File: config.mk
export PLATFORM = sky130hd
export DESIGN_NAME = sorteador_papeis_flat
export DESIGN_NICKNAME = d
export VERILOG_FILES = /design/src/rtl/sorteador_papeis_pkg.sv /design/src/rtl/sorteador_papeis_if.sv /design/src/rtl/sorteador_papeis_lfsr16.sv /design/src/rtl/sorteador_papeis.sv /design/src/flat_wrapper.sv
export SDC_FILE = /design/constraint.sdc
export NUM_CORES = 1
export LEC_CHECK = 0
export ABC_AREA = 0
export CAP_MARGIN = 20
export CORE_MARGIN = 3
export CORE_UTILIZATION = 55
export CTS_BUF_LIST = sky130_fd_sc_hd__clkbuf_16
export CTS_CLUSTER_DIAMETER = 50
export DETAILED_ROUTE_END_ITERATION = 10
export PLACE_DENSITY = 0.79
export SYNTH_ARGS = -nofsm -noshare
export SYNTH_HDL_FRONTEND = slang
export SYNTH_HIERARCHICAL = 1
export SYNTH_SLANG_ARGS = --single-unit
File: constraint.sdc
create_clock -name clock -period 2.5 [get_ports clock]
set_input_delay 0.5 -clock clock [delete_from_list [all_inputs] [get_ports clock]]
set_output_delay 0.5 -clock clock [all_outputs]
set_load 0.1 [all_outputs]
File: src/rtl/sorteador_papeis_pkg.sv
// sorteador_papeis_pkg: shared state codes, LFSR constants and game-size defaults
package sorteador_papeis_pkg;
    typedef enum logic [2:0] {
        OCIOSO  = 3'd0,
        CARREGA = 3'd1,
        SORTEIA = 3'd2,
        FIM     = 3'd3
    } estado_t;
    localparam int DB_W = 3;
    localparam logic [DB_W-1:0] DB_INVALIDO = 3'b111;
    localparam logic [15:0] LFSR_TAPS = 16'hB400;
    localparam logic [15:0] SEED_SUBST = 16'hACE1;
    localparam int N_JOGADORES_PAD = 8;
    localparam int N_LOBOS_PAD = 2;
endpackage

File: src/rtl/sorteador_papeis_if.sv
// sorteador_papeis_if: start/seed request and role-distribution result between control unit and dealer
interface sorteador_papeis_if #(
    parameter int N_JOGADORES = sorteador_papeis_pkg::N_JOGADORES_PAD
) ();
    import sorteador_papeis_pkg::*;
    logic                   inicia;
    logic [15:0]            seed;
    logic [N_JOGADORES-1:0] lobos;
    logic                   ocupado;
    logic                   pronto;
    logic [DB_W-1:0]        db_estado;
    modport master (output inicia, seed, input lobos, ocupado, pronto, db_estado);
    modport slave (input inicia, seed, output lobos, ocupado, pronto, db_estado);
endinterface

File: src/rtl/sorteador_papeis_lfsr16.sv
// lfsr16: 16-bit Fibonacci LFSR with load and step, a zero load becomes the substitute seed
module lfsr16 (
    input  logic        clock,
    input  logic        reset,
    input  logic        carrega,
    input  logic [15:0] valor,
    input  logic        avanca,
    output logic [15:0] q
);
    import sorteador_papeis_pkg::*;
    // Load has priority over stepping; an all-zero state would lock up the LFSR
    always_ff @(posedge clock) begin
        if (reset) q <= '0;
        else if (carrega) q <= (valor == 16'h0000) ? SEED_SUBST : valor;
        else if (avanca) q <= {q[14:0], ^(q & LFSR_TAPS)};
    end
endmodule

File: src/rtl/sorteador_papeis.sv
// sorteador_papeis: draws N_LOBOS distinct wolf indices from a seeded LFSR, bounded by a fallback pick
module sorteador_papeis #(
    parameter int N_JOGADORES   = sorteador_papeis_pkg::N_JOGADORES_PAD,
    parameter int N_LOBOS       = sorteador_papeis_pkg::N_LOBOS_PAD,
    parameter int MAX_REJEICOES = 64
) (
    input logic clock,
    input logic reset,
    sorteador_papeis_if.slave bus
);
    import sorteador_papeis_pkg::*;
    localparam int IDX_W = $clog2(N_JOGADORES);
    localparam int EXT_W = 2 ** IDX_W;
    localparam int AW = $clog2(N_LOBOS + 1);
    localparam int RW = $clog2(MAX_REJEICOES + 1);
    localparam logic [IDX_W:0] LIM_JOG = (IDX_W + 1)'(N_JOGADORES);
    localparam logic [AW-1:0] ULT_ACEITO = AW'(N_LOBOS - 1);
    localparam logic [RW-1:0] LIM_REJ = RW'(MAX_REJEICOES - 1);
    localparam logic [N_JOGADORES-1:0] UM = N_JOGADORES'(1);

    estado_t                r_estado;
    logic [15:0]            r_seed;
    logic [N_JOGADORES-1:0] r_lobos;
    logic [AW-1:0]          r_aceitos;
    logic [RW-1:0]          r_rejeicoes;
    logic                   r_pronto;
    logic                   r_ocupado;
    logic [15:0]            w_lfsr;
    logic                   w_lfsr_unused;
    logic [IDX_W-1:0]       w_cand;
    logic [IDX_W-1:0]       w_livre;
    logic [IDX_W-1:0]       w_idx;
    logic [EXT_W-1:0]       w_lobos_ext;
    logic                   w_aceita;
    logic                   w_fallback;
    logic                   w_conta;

    lfsr16 u_lfsr (
        .clock   (clock),
        .reset   (reset),
        .carrega (r_estado == CARREGA),
        .valor   (r_seed),
        .avanca  (r_estado == SORTEIA),
        .q       (w_lfsr)
    );

    assign w_cand = w_lfsr[IDX_W-1:0];
    assign w_lfsr_unused = ^w_lfsr[15:IDX_W];
    // Widened copy so out-of-range candidates can be looked up without a bounds hazard
    assign w_lobos_ext = EXT_W'(r_lobos);
    assign w_aceita = ({1'b0, w_cand} < LIM_JOG) && !w_lobos_ext[w_cand];
    assign w_fallback = !w_aceita && (r_rejeicoes == LIM_REJ);
    assign w_conta = w_aceita || w_fallback;
    assign w_idx = w_aceita ? w_cand : w_livre;

    // Lowest-index player not yet a wolf, used when too many draws were rejected in a row
    always_comb begin
        w_livre = '0;
        for (int i = N_JOGADORES - 1; i >= 0; i--) if (!r_lobos[i]) w_livre = i[IDX_W-1:0];
    end

    // Dealer FSM: ocupado and pronto are registered to reflect the state being entered
    always_ff @(posedge clock) begin
        if (reset) begin
            r_estado    <= OCIOSO;
            r_seed      <= '0;
            r_lobos     <= '0;
            r_aceitos   <= '0;
            r_rejeicoes <= '0;
            r_pronto    <= 1'b0;
            r_ocupado   <= 1'b0;
        end else begin
            r_pronto  <= 1'b0;
            r_ocupado <= 1'b1;
            case (r_estado)
                OCIOSO: begin
                    r_ocupado <= bus.inicia;
                    if (bus.inicia) begin
                        r_seed   <= bus.seed;
                        r_estado <= CARREGA;
                    end
                end
                CARREGA: begin
                    r_lobos     <= '0;
                    r_aceitos   <= '0;
                    r_rejeicoes <= '0;
                    r_estado    <= SORTEIA;
                end
                SORTEIA: begin
                    if (w_conta) begin
                        r_lobos     <= r_lobos | (UM << w_idx);
                        r_aceitos   <= r_aceitos + 1'b1;
                        r_rejeicoes <= '0;
                        if (r_aceitos == ULT_ACEITO) begin
                            r_estado <= FIM;
                            r_pronto <= 1'b1;
                        end
                    end else begin
                        r_rejeicoes <= r_rejeicoes + 1'b1;
                    end
                end
                FIM: begin
                    r_estado  <= OCIOSO;
                    r_ocupado <= 1'b0;
                end
                default: begin
                    r_estado  <= OCIOSO;
                    r_ocupado <= 1'b0;
                end
            endcase
        end
    end

    assign bus.lobos = r_lobos;
    assign bus.ocupado = r_ocupado;
    assign bus.pronto = r_pronto;
    assign bus.db_estado = (r_estado <= FIM) ? r_estado : DB_INVALIDO;
endmodule

File: src/flat_wrapper.sv
// flat-port wrapper written by rule: the top's interface ports become plain ports
module sorteador_papeis_flat import sorteador_papeis_pkg::*;
#(
    parameter int N_JOGADORES   = sorteador_papeis_pkg::N_JOGADORES_PAD,
    parameter int N_LOBOS       = sorteador_papeis_pkg::N_LOBOS_PAD,
    parameter int MAX_REJEICOES = 64
)
  (clock, reset, bus_inicia, bus_seed, bus_lobos, bus_ocupado, bus_pronto, bus_db_estado);
  sorteador_papeis_if #(.N_JOGADORES(N_JOGADORES)) bus_i ();
  input logic clock;
  input logic reset;
  input wire logic [$bits(bus_i.inicia)-1:0] bus_inicia;
  input wire logic [$bits(bus_i.seed)-1:0] bus_seed;
  output wire logic [$bits(bus_i.lobos)-1:0] bus_lobos;
  output wire logic [$bits(bus_i.ocupado)-1:0] bus_ocupado;
  output wire logic [$bits(bus_i.pronto)-1:0] bus_pronto;
  output wire logic [$bits(bus_i.db_estado)-1:0] bus_db_estado;
  assign bus_i.inicia = bus_inicia;
  assign bus_i.seed = bus_seed;
  assign bus_lobos = bus_i.lobos;
  assign bus_ocupado = bus_i.ocupado;
  assign bus_pronto = bus_i.pronto;
  assign bus_db_estado = bus_i.db_estado;
  sorteador_papeis #(.N_JOGADORES(N_JOGADORES), .N_LOBOS(N_LOBOS), .MAX_REJEICOES(MAX_REJEICOES)) u_core (.clock(clock), .reset(reset), .bus(bus_i));
endmodule
==> summary.json, run 1 <==
{
  "grt": {
    "grt_pass1_wl_um": 9540,
    "first_global_vias": 1970,
    "antenna_violations_before_repair": 0,
    "pin_count_of_the_biggest_net_entering_global_routing": 38,
    "grt_overflow": 0,
    "grtUsageTotal_pct": 21.9
  },
  "timing": {
    "final_max_slew_viol_count": 0,
    "fin_crit_sh_pct": 86.0,
    "clock-skew-final_ps": 3.05,
    "worst_pin_slew_ps": 573,
    "timing_hold_violations_final": 0,
    "setup_repair_after_global_routing_missed_its_margin": "false",
    "setup_tns_final_ps": 0,
    "report.final.setup_viol": 0,
    "max_clock_freq_ghz": 0.465,
    "slew-limit-headroom_pct": 61.7,
    "min_period_ps": 2150
  },
  "floorplan": {
    "ios": 32,
    "initial_utilization_pct": 58.0,
    "die-area_um2": 5540,
    "core.rowCount": 24,
    "fp.coreArea_um2": 4440,
    "die_width_um": 74.5,
    "die_y_um": 74.5
  },
  "routing": {
    "detailedRoute.firstIterationViolations": 179,
    "antenna_violating_nets_post_route": 0,
    "detail_route.wl_per_cell_um": 14.4,
    "vias": 2228,
    "avgViaCountPerCell": 5.73,
    "finalWirelength_um": 5600,
    "drc": 0,
    "detail_route.first_pass.iterations": 4
  },
  "synth": {
    "synthTopCellsByCount": "sky130_fd_sc_hd__dfxtp_1 (53), sky130_fd_sc_hd__nand2_1 (48), sky130_fd_sc_hd__nor2_1 (32)",
    "synth.area.top_cells": "sky130_fd_sc_hd__dfxtp_1 (41%), sky130_fd_sc_hd__nand2_1 (7.0%), sky130_fd_sc_hd__a21oi_1 (6.0%), sky130_fd_sc_hd__mux2i_1 (5.0%), sky130_fd_sc_hd__nor2_1 (4.7%)",
    "ys_seq_elements": 53,
    "post-synth-top-count-cell": "sky130_fd_sc_hd__dfxtp_1",
    "ys_seq_area_share_pct": 41.2,
    "postSynthAreaPerCell_um2": 8.31,
    "synth_top_area_share_pct": 41.2,
    "synthesis.nets": 335,
    "count_of_cell_types_in_the_netlist": 50,
    "netlist_area_um2": 2580,
    "post-synth-top-area-cell": "sky130_fd_sc_hd__dfxtp_1",
    "synth_edf_count": 0,
    "yosysWarningCount": 6,
    "post_synth_arst_share_pct": 0,
    "main_flop_type_after_synthesis": "sky130_fd_sc_hd__dfxtp_1",
    "netlist_instances": 310
  },
  "clocking": {
    "tritoncts.num_buffers": 5,
    "cts.repair_timing.setup_buffer_count": 0,
    "resized_cells_post_cts": 0,
    "cts_tree": "built",
    "cts_hold_buf": 0,
    "cts.path.max_buffers": 2,
    "sink_count": 53,
    "cts-htree-levels": 2,
    "cts_root_buf": "sky130_fd_sc_hd__clkbuf_16",
    "clk_transition_reported_paths_ps": 60,
    "worstSkewPairLatency_ps": 290
  },
  "hold_path": {
    "min-delay-path-class": "register to register",
    "worstHoldEndpoint": "u_core/r_seed[5]",
    "timing.hold.worst_path_depth": 2,
    "hold_path_startpoint": "u_core/r_seed[5]"
  },
  "final_layout": {
    "fill_cells": 370,
    "area_delta_synth_final_pct": 17.7,
    "nets": 361,
    "layout-drive-gt1-share_pct": 11.0,
    "antennaDiodeCount": 0,
    "fin_area_um2": 3030
  },
  "run": {
    "max-cap-violations": 0
  },
  "worst_setup_path": {
    "critical_path_arrival_ps": 2360,
    "setup_slack_of_the_most_critical_reg_to_reg_path_ps": 350,
    "timing.critical_path.required_ps": 2710,
    "timing.reg2reg.worst_path_depth": 5,
    "path_class": "register to register",
    "worst_r2r_startpoint": "u_core/u_lfsr/q[0]",
    "worstReg2RegEnd": "u_core/bus.lobos[3]",
    "worst_setup_path_start_kind": "register",
    "crit_path_end_kind": "register",
    "critical_path_maximum_fanout": 10
  },
  "pwr": {
    "irDropWorstVdd_mv": 0.700,
    "power.static_leakage_nw": 1.14,
    "cellPowerDensity_nw_per_um2": 1090
  },
  "place": {
    "placedInstanceArea_um2": 2870,
    "buffer_ports.inserted": 30,
    "place_congestion": 0.844,
    "detailedPlacementHpwl_um": 3890
  },
  "status": {
    "result_of_the_run": "complete, no violations"
  }
}
cell families after synthesis:
group | count (synthesis) | share of synthesized area (%)
muxes | 19 | 8.54
other | 1 | 0.145
xor gates and xnor gates | 3 | 1.02
adders and majority gates | 6 | 2.91
DFF | 53 | 41.2
AOI/OAI and AO/OA | 71 | 17.3
buffers and inverters | 25 | 4.37
and+or+nand+nor | 132 | 24.6
final cells by class:
cell class                      count  area [um2]  share of cell area, %
Clock buffer                        5         125                   4.12
Inverter                            9        33.8                   1.11
Sequential cell                    53        1060                   35.0
Multi-Input combinational cell    232        1400                   46.3
Timing Repair Buffer               35         308                   10.1
Tap cell                           52        65.1                   2.14
Clock inverter                      3        37.5                   1.24
worst max path at each step:
stage	end	from	slack, ps
CTS	u_core/bus.lobos[3]	u_core/u_lfsr/q[0]	380
floorplan	u_core/r_rejeicoes[0]	u_core/bus.lobos[5]	4
detailed placement	u_core/bus.lobos[3]	u_core/u_lfsr/q[0]	400
global route	u_core/bus.lobos[3]	u_core/u_lfsr/q[0]	150
finish	u_core/bus.lobos[3]	u_core/u_lfsr/q[0]	350
global placement	u_core/bus.lobos[0]	u_core/u_lfsr/q[0]	500
worst max-delay path, stage by stage, from the launching register on:
cell and delay, ps:
sky130_fd_sc_hd__dfxtp_1 520, sky130_fd_sc_hd__mux2i_1 270, sky130_fd_sc_hd__mux4_2 410, sky130_fd_sc_hd__o21ai_1 180, sky130_fd_sc_hd__or3b_2 510, sky130_fd_sc_hd__o21ai_0 180
through the flow:
step	instances	total power, W	util [%]	hold slack (ps)	setup WS (ps)
floorplan	310	0.00227	-	444	3.58
global placement	381	0.00253	64.6	460	498
detailed placement	381	0.00255	64.6	462	396
CTS	389	0.00331	68.3	472	382
global route	389	0.00352	68.3	495	153
finish	389	0.00330	68.3	469	351
placed cells by master (no fill, tap or decap), types with 5 or more instances in the layout:
| master | instances |
|---|---|
| sky130_fd_sc_hd__dfxtp_1 | 53 |
| sky130_fd_sc_hd__nand2_1 | 48 |
| sky130_fd_sc_hd__nor2_1 | 32 |
| sky130_fd_sc_hd__a21oi_1 | 31 |
| sky130_fd_sc_hd__clkdlybuf4s50_1 | 18 |
| sky130_fd_sc_hd__buf_4 | 17 |
| sky130_fd_sc_hd__mux2i_1 | 13 |
| sky130_fd_sc_hd__nor3_1 | 13 |
| sky130_fd_sc_hd__o21ai_0 | 12 |
| sky130_fd_sc_hd__inv_1 | 10 |
| sky130_fd_sc_hd__a211oi_1 | 10 |
| sky130_fd_sc_hd__nor2b_1 | 9 |
| sky130_fd_sc_hd__nand3_1 | 7 |
| sky130_fd_sc_hd__ha_1 | 6 |
| sky130_fd_sc_hd__clkbuf_16 | 5 |
state kept, by name, summed over array words and instances (netlist names):
register / count
u_core/r_seed: 16
u_core/u_lfsr/q: 16
u_core/bus.lobos: 8
u_core/r_rejeicoes: 7
u_core/r_aceitos: 2
u_core/r_estado: 2
u_core/bus.ocupado: 1
u_core/bus.pronto: 1
where the power goes:
group / total, W / switching [W] / internal, W
sequential: 0.00116 / 0.000150 / 0.00101
combinational: 0.00140 / 0.000904 / 0.000493
clock: 0.000751 / 0.000286 / 0.000465
layer usage:
layer	wire, um	vias up	track usage [%]
li1	-	1140	-
met1	2740	1025	31.8
met2	2500	56	31.9
met3	281	7	5.41
met4	74	0	7.11
met5	0	-	0
Note: power is estimated with default switching activity, not from simulation.
==> run 2, diff against run 1 <==
--- a/config.mk
+++ b/config.mk
@@ -12,6 +12,7 @@
 export CTS_BUF_LIST = sky130_fd_sc_hd__clkbuf_16
 export CTS_CLUSTER_DIAMETER = 50
 export DETAILED_ROUTE_END_ITERATION = 10
+export MAX_ROUTING_LAYER = met4
 export PLACE_DENSITY = 0.79
 export SYNTH_ARGS = -nofsm -noshare
 export SYNTH_HDL_FRONTEND = slang
==> run 2 against run 1 <==
Utilization is the same. Non-clock buffer count is the same. Via count grew 0.63%. Critical path depth is the same. Critical endpoint unchanged.
==> summary.json, run 2 (synthesis results as in run 1) <==
{
  "status": {
    "result_of_the_run": "complete, no violations"
  },
  "grt": {
    "antenna_violations_before_repair": {"value": 0, "change": "unchanged"},
    "grtUsageTotal": {"value": 22.6, "unit": "%", "change": "+0.65 points"},
    "grt_pass1_wl": {"value": 9510, "unit": "um", "change": "-0.36%"},
    "grt_overflow": {"value": 0, "change": "unchanged"},
    "first_global_vias": {"value": 1963, "change": "-0.36%"},
    "pin_count_of_the_biggest_net_entering_global_routing": {"value": 38, "change": "unchanged"}
  },
  "timing": {
    "worst_pin_slew": {"value": 585, "unit": "ps", "change": "+12.8 ps"},
    "setup_repair_after_global_routing_missed_its_margin": "false",
    "timing_hold_violations_final": {"value": 0, "change": "unchanged"},
    "clock-skew-final": {"value": 3.63, "unit": "ps", "change": "+0.584 ps"},
    "min_period": {"value": 2140, "unit": "ps", "change": "-4.60 ps"},
    "report.final.setup_viol": {"value": 0, "change": "unchanged"},
    "setup_tns_final": {"value": 0, "unit": "ps", "change": "unchanged"},
    "max_clock_freq": {"value": 0.466, "unit": "GHz", "change": "+0.21%"},
    "slew-limit-headroom": {"value": 60.9, "unit": "%", "change": "-0.85 points"},
    "fin_crit_sh": {"value": 85.8, "unit": "%", "change": "-0.18 points"},
    "final_max_slew_viol_count": {"value": 0, "change": "unchanged"}
  },
  "clocking": {
    "cts-htree-levels": {"value": 2, "change": "unchanged"},
    "tritoncts.num_buffers": {"value": 5, "change": "unchanged"},
    "clk_transition_reported_paths": {"value": 60, "unit": "ps", "change": "about the same"},
    "cts_hold_buf": {"value": 0, "change": "unchanged"},
    "worstSkewPairLatency": {"value": 290, "unit": "ps", "change": "about the same"},
    "cts_root_buf": "sky130_fd_sc_hd__clkbuf_16",
    "cts.repair_timing.setup_buffer_count": {"value": 0, "change": "unchanged"},
    "resized_cells_post_cts": {"value": 0, "change": "unchanged"},
    "cts.path.max_buffers": {"value": 2, "change": "unchanged"},
    "cts_tree": "built",
    "sink_count": {"value": 53, "change": "unchanged"}
  },
  "routing": {
    "avgViaCountPerCell": {"value": 5.76, "change": "+0.63%"},
    "detail_route.wl_per_cell": {"value": 14.3, "unit": "um", "change": "-0.27%"},
    "vias": {"value": 2242, "change": "+0.63%"},
    "finalWirelength": {"value": 5580, "unit": "um", "change": "-0.27%"},
    "antenna_violating_nets_post_route": {"value": 0, "change": "unchanged"},
    "drc": {"value": 0, "change": "unchanged"},
    "detailedRoute.firstIterationViolations": {"value": 179, "change": "unchanged"},
    "detail_route.first_pass.iterations": {"value": 4, "change": "unchanged"}
  },
  "worst_setup_path": {
    "critical_path_arrival": {"value": 2350, "unit": "ps", "change": "about the same"},
    "timing.critical_path.required": {"value": 2710, "unit": "ps", "change": "about the same"},
    "timing.critical_path.buf_inv": {"value": 0, "change": "unchanged"},
    "critical_path_maximum_fanout": {"value": 10, "change": "unchanged"},
    "critical_path.max_stage_delay": {"value": 520, "unit": "ps", "change": "about the same"},
    "crit_slowest_cell": "sky130_fd_sc_hd__dfxtp_1",
    "critPathTopFamily": "multiplexers",
    "worst_setup_path_start_kind": "register",
    "path_class": "register to register",
    "crit_path_end_kind": "register",
    "crit_chain": "mux2i_1, mux4_2, o21ai_1, or3b_2, o21ai_0"
  },
  "final_layout": {
    "layout.cells.most_common": "sky130_fd_sc_hd__dfxtp_1",
    "antennaDiodeCount": {"value": 0, "change": "unchanged"},
    "final_cell_mix": "sky130_fd_sc_hd__dfxtp_1 (53), sky130_fd_sc_hd__nand2_1 (48), sky130_fd_sc_hd__nor2_1 (32), sky130_fd_sc_hd__a21oi_1 (31), sky130_fd_sc_hd__clkdlybuf4s50_1 (18)",
    "layout-drive-gt1-share": {"value": 11.0, "unit": "%", "change": "unchanged"},
    "finalNonFillerCells": {"value": 389, "change": "unchanged"},
    "fin_area": {"value": 3030, "unit": "um2", "change": "unchanged"},
    "nets": {"value": 361, "change": "unchanged"},
    "area_delta_synth_final": {"value": 17.7, "unit": "%", "change": "unchanged"}
  },
  "place": {
    "detailedPlacementHpwl": {"value": 3890, "unit": "um", "change": "unchanged"},
    "placedInstanceArea": {"value": 2870, "unit": "um2", "change": "unchanged"},
    "placed_instances": {"value": 381, "change": "unchanged"},
    "place_congestion": {"value": 0.857, "change": "+1.6%"},
    "buffer_ports.inserted": {"value": 30, "change": "unchanged"}
  },
  "floorplan": {
    "fp.coreArea": {"value": 4440, "unit": "um2", "change": "unchanged"},
    "initial_utilization": {"value": 58.0, "unit": "%", "change": "unchanged"},
    "core.rowCount": {"value": 24, "change": "unchanged"},
    "die-area": {"value": 5540, "unit": "um2", "change": "unchanged"},
    "ios": {"value": 32, "change": "unchanged"},
    "die_width": {"value": 74.5, "unit": "um", "change": "unchanged"},
    "die_y": {"value": 74.5, "unit": "um", "change": "unchanged"}
  },
  "pwr": {
    "p_total": {"value": 0.00330, "unit": "W", "change": "about the same"},
    "cellPowerDensity": {"value": 1090, "unit": "nW/um2", "change": "about the same"},
    "power.static_leakage": {"value": 1.14, "unit": "nW", "change": "unchanged"},
    "irDropWorstVdd": {"value": 0.697, "unit": "mV", "change": "-0.51%"}
  },
  "run": {
    "max-cap-violations": {"value": 0, "change": "unchanged"}
  },
  "hold_path": {
    "min-delay-path-class": "register to register"
  }
}
==> run 2: layout make-up <==
type | count | area (um2)
Clock buffer | 5 | 125
Clock inverter | 3 | 37.5
Fill cell | 370 | 1410
Inverter | 9 | 33.8
Multi-Input combinational cell | 232 | 1400
Sequential cell | 53 | 1060
Tap cell | 52 | 65.1
Timing Repair Buffer | 35 | 308
==> run 2: path summary, 6_finish.rpt <==
check / from / endpoint / slack (ps) / depth (start not counted)
max: u_core/u_lfsr/q[0] / u_core/bus.lobos[3] / 360 / 5
min: u_core/r_seed[5] / u_core/r_seed[5] / 470 / 2
max reg2reg: u_core/u_lfsr/q[0] / u_core/bus.lobos[3] / 360 / 5
min reg2reg: u_core/r_seed[5] / u_core/r_seed[5] / 470 / 2
==> run 2: power by group <==
part           total (W)  switching [W]  internal [W]
sequential       0.00116       0.000151       0.00101
clock           0.000751       0.000286      0.000465
combinational    0.00139       0.000901      0.000493
total            0.00330        0.00134       0.00196
==> run 2: stage by stage <==
stage | hold WS [ps] | worst slack (ps) | utilization [%]
after floorplan | 444 | 3.58 | -
after global placement | 460 | 498 | 64.6
after detailed placement | 462 | 396 | 64.6
after CTS | 472 | 382 | 68.3
after global routing | 495 | 153 | 68.3
final | 469 | 356 | 68.3
==> run 2: worst register-to-register path, delay by kind of cell (launching register included) <==
kind	cells	cell delay [ps]
DFF	1	520
muxes	2	670
AOI/OAI and AO/OA	2	360
and+or+nand+nor	1	510
==> run 2: layer usage <==
layer | track usage, % | vias up | part of all wire [%]
met2 | 31.7 | 71 | 45
met5 | - | - | 0
met4 | 7.11 | 0 | 1.3
met1 | 32.0 | 1023 | 48
met3 | 5.27 | 7 | 6.3
li1 | - | 1141 | -
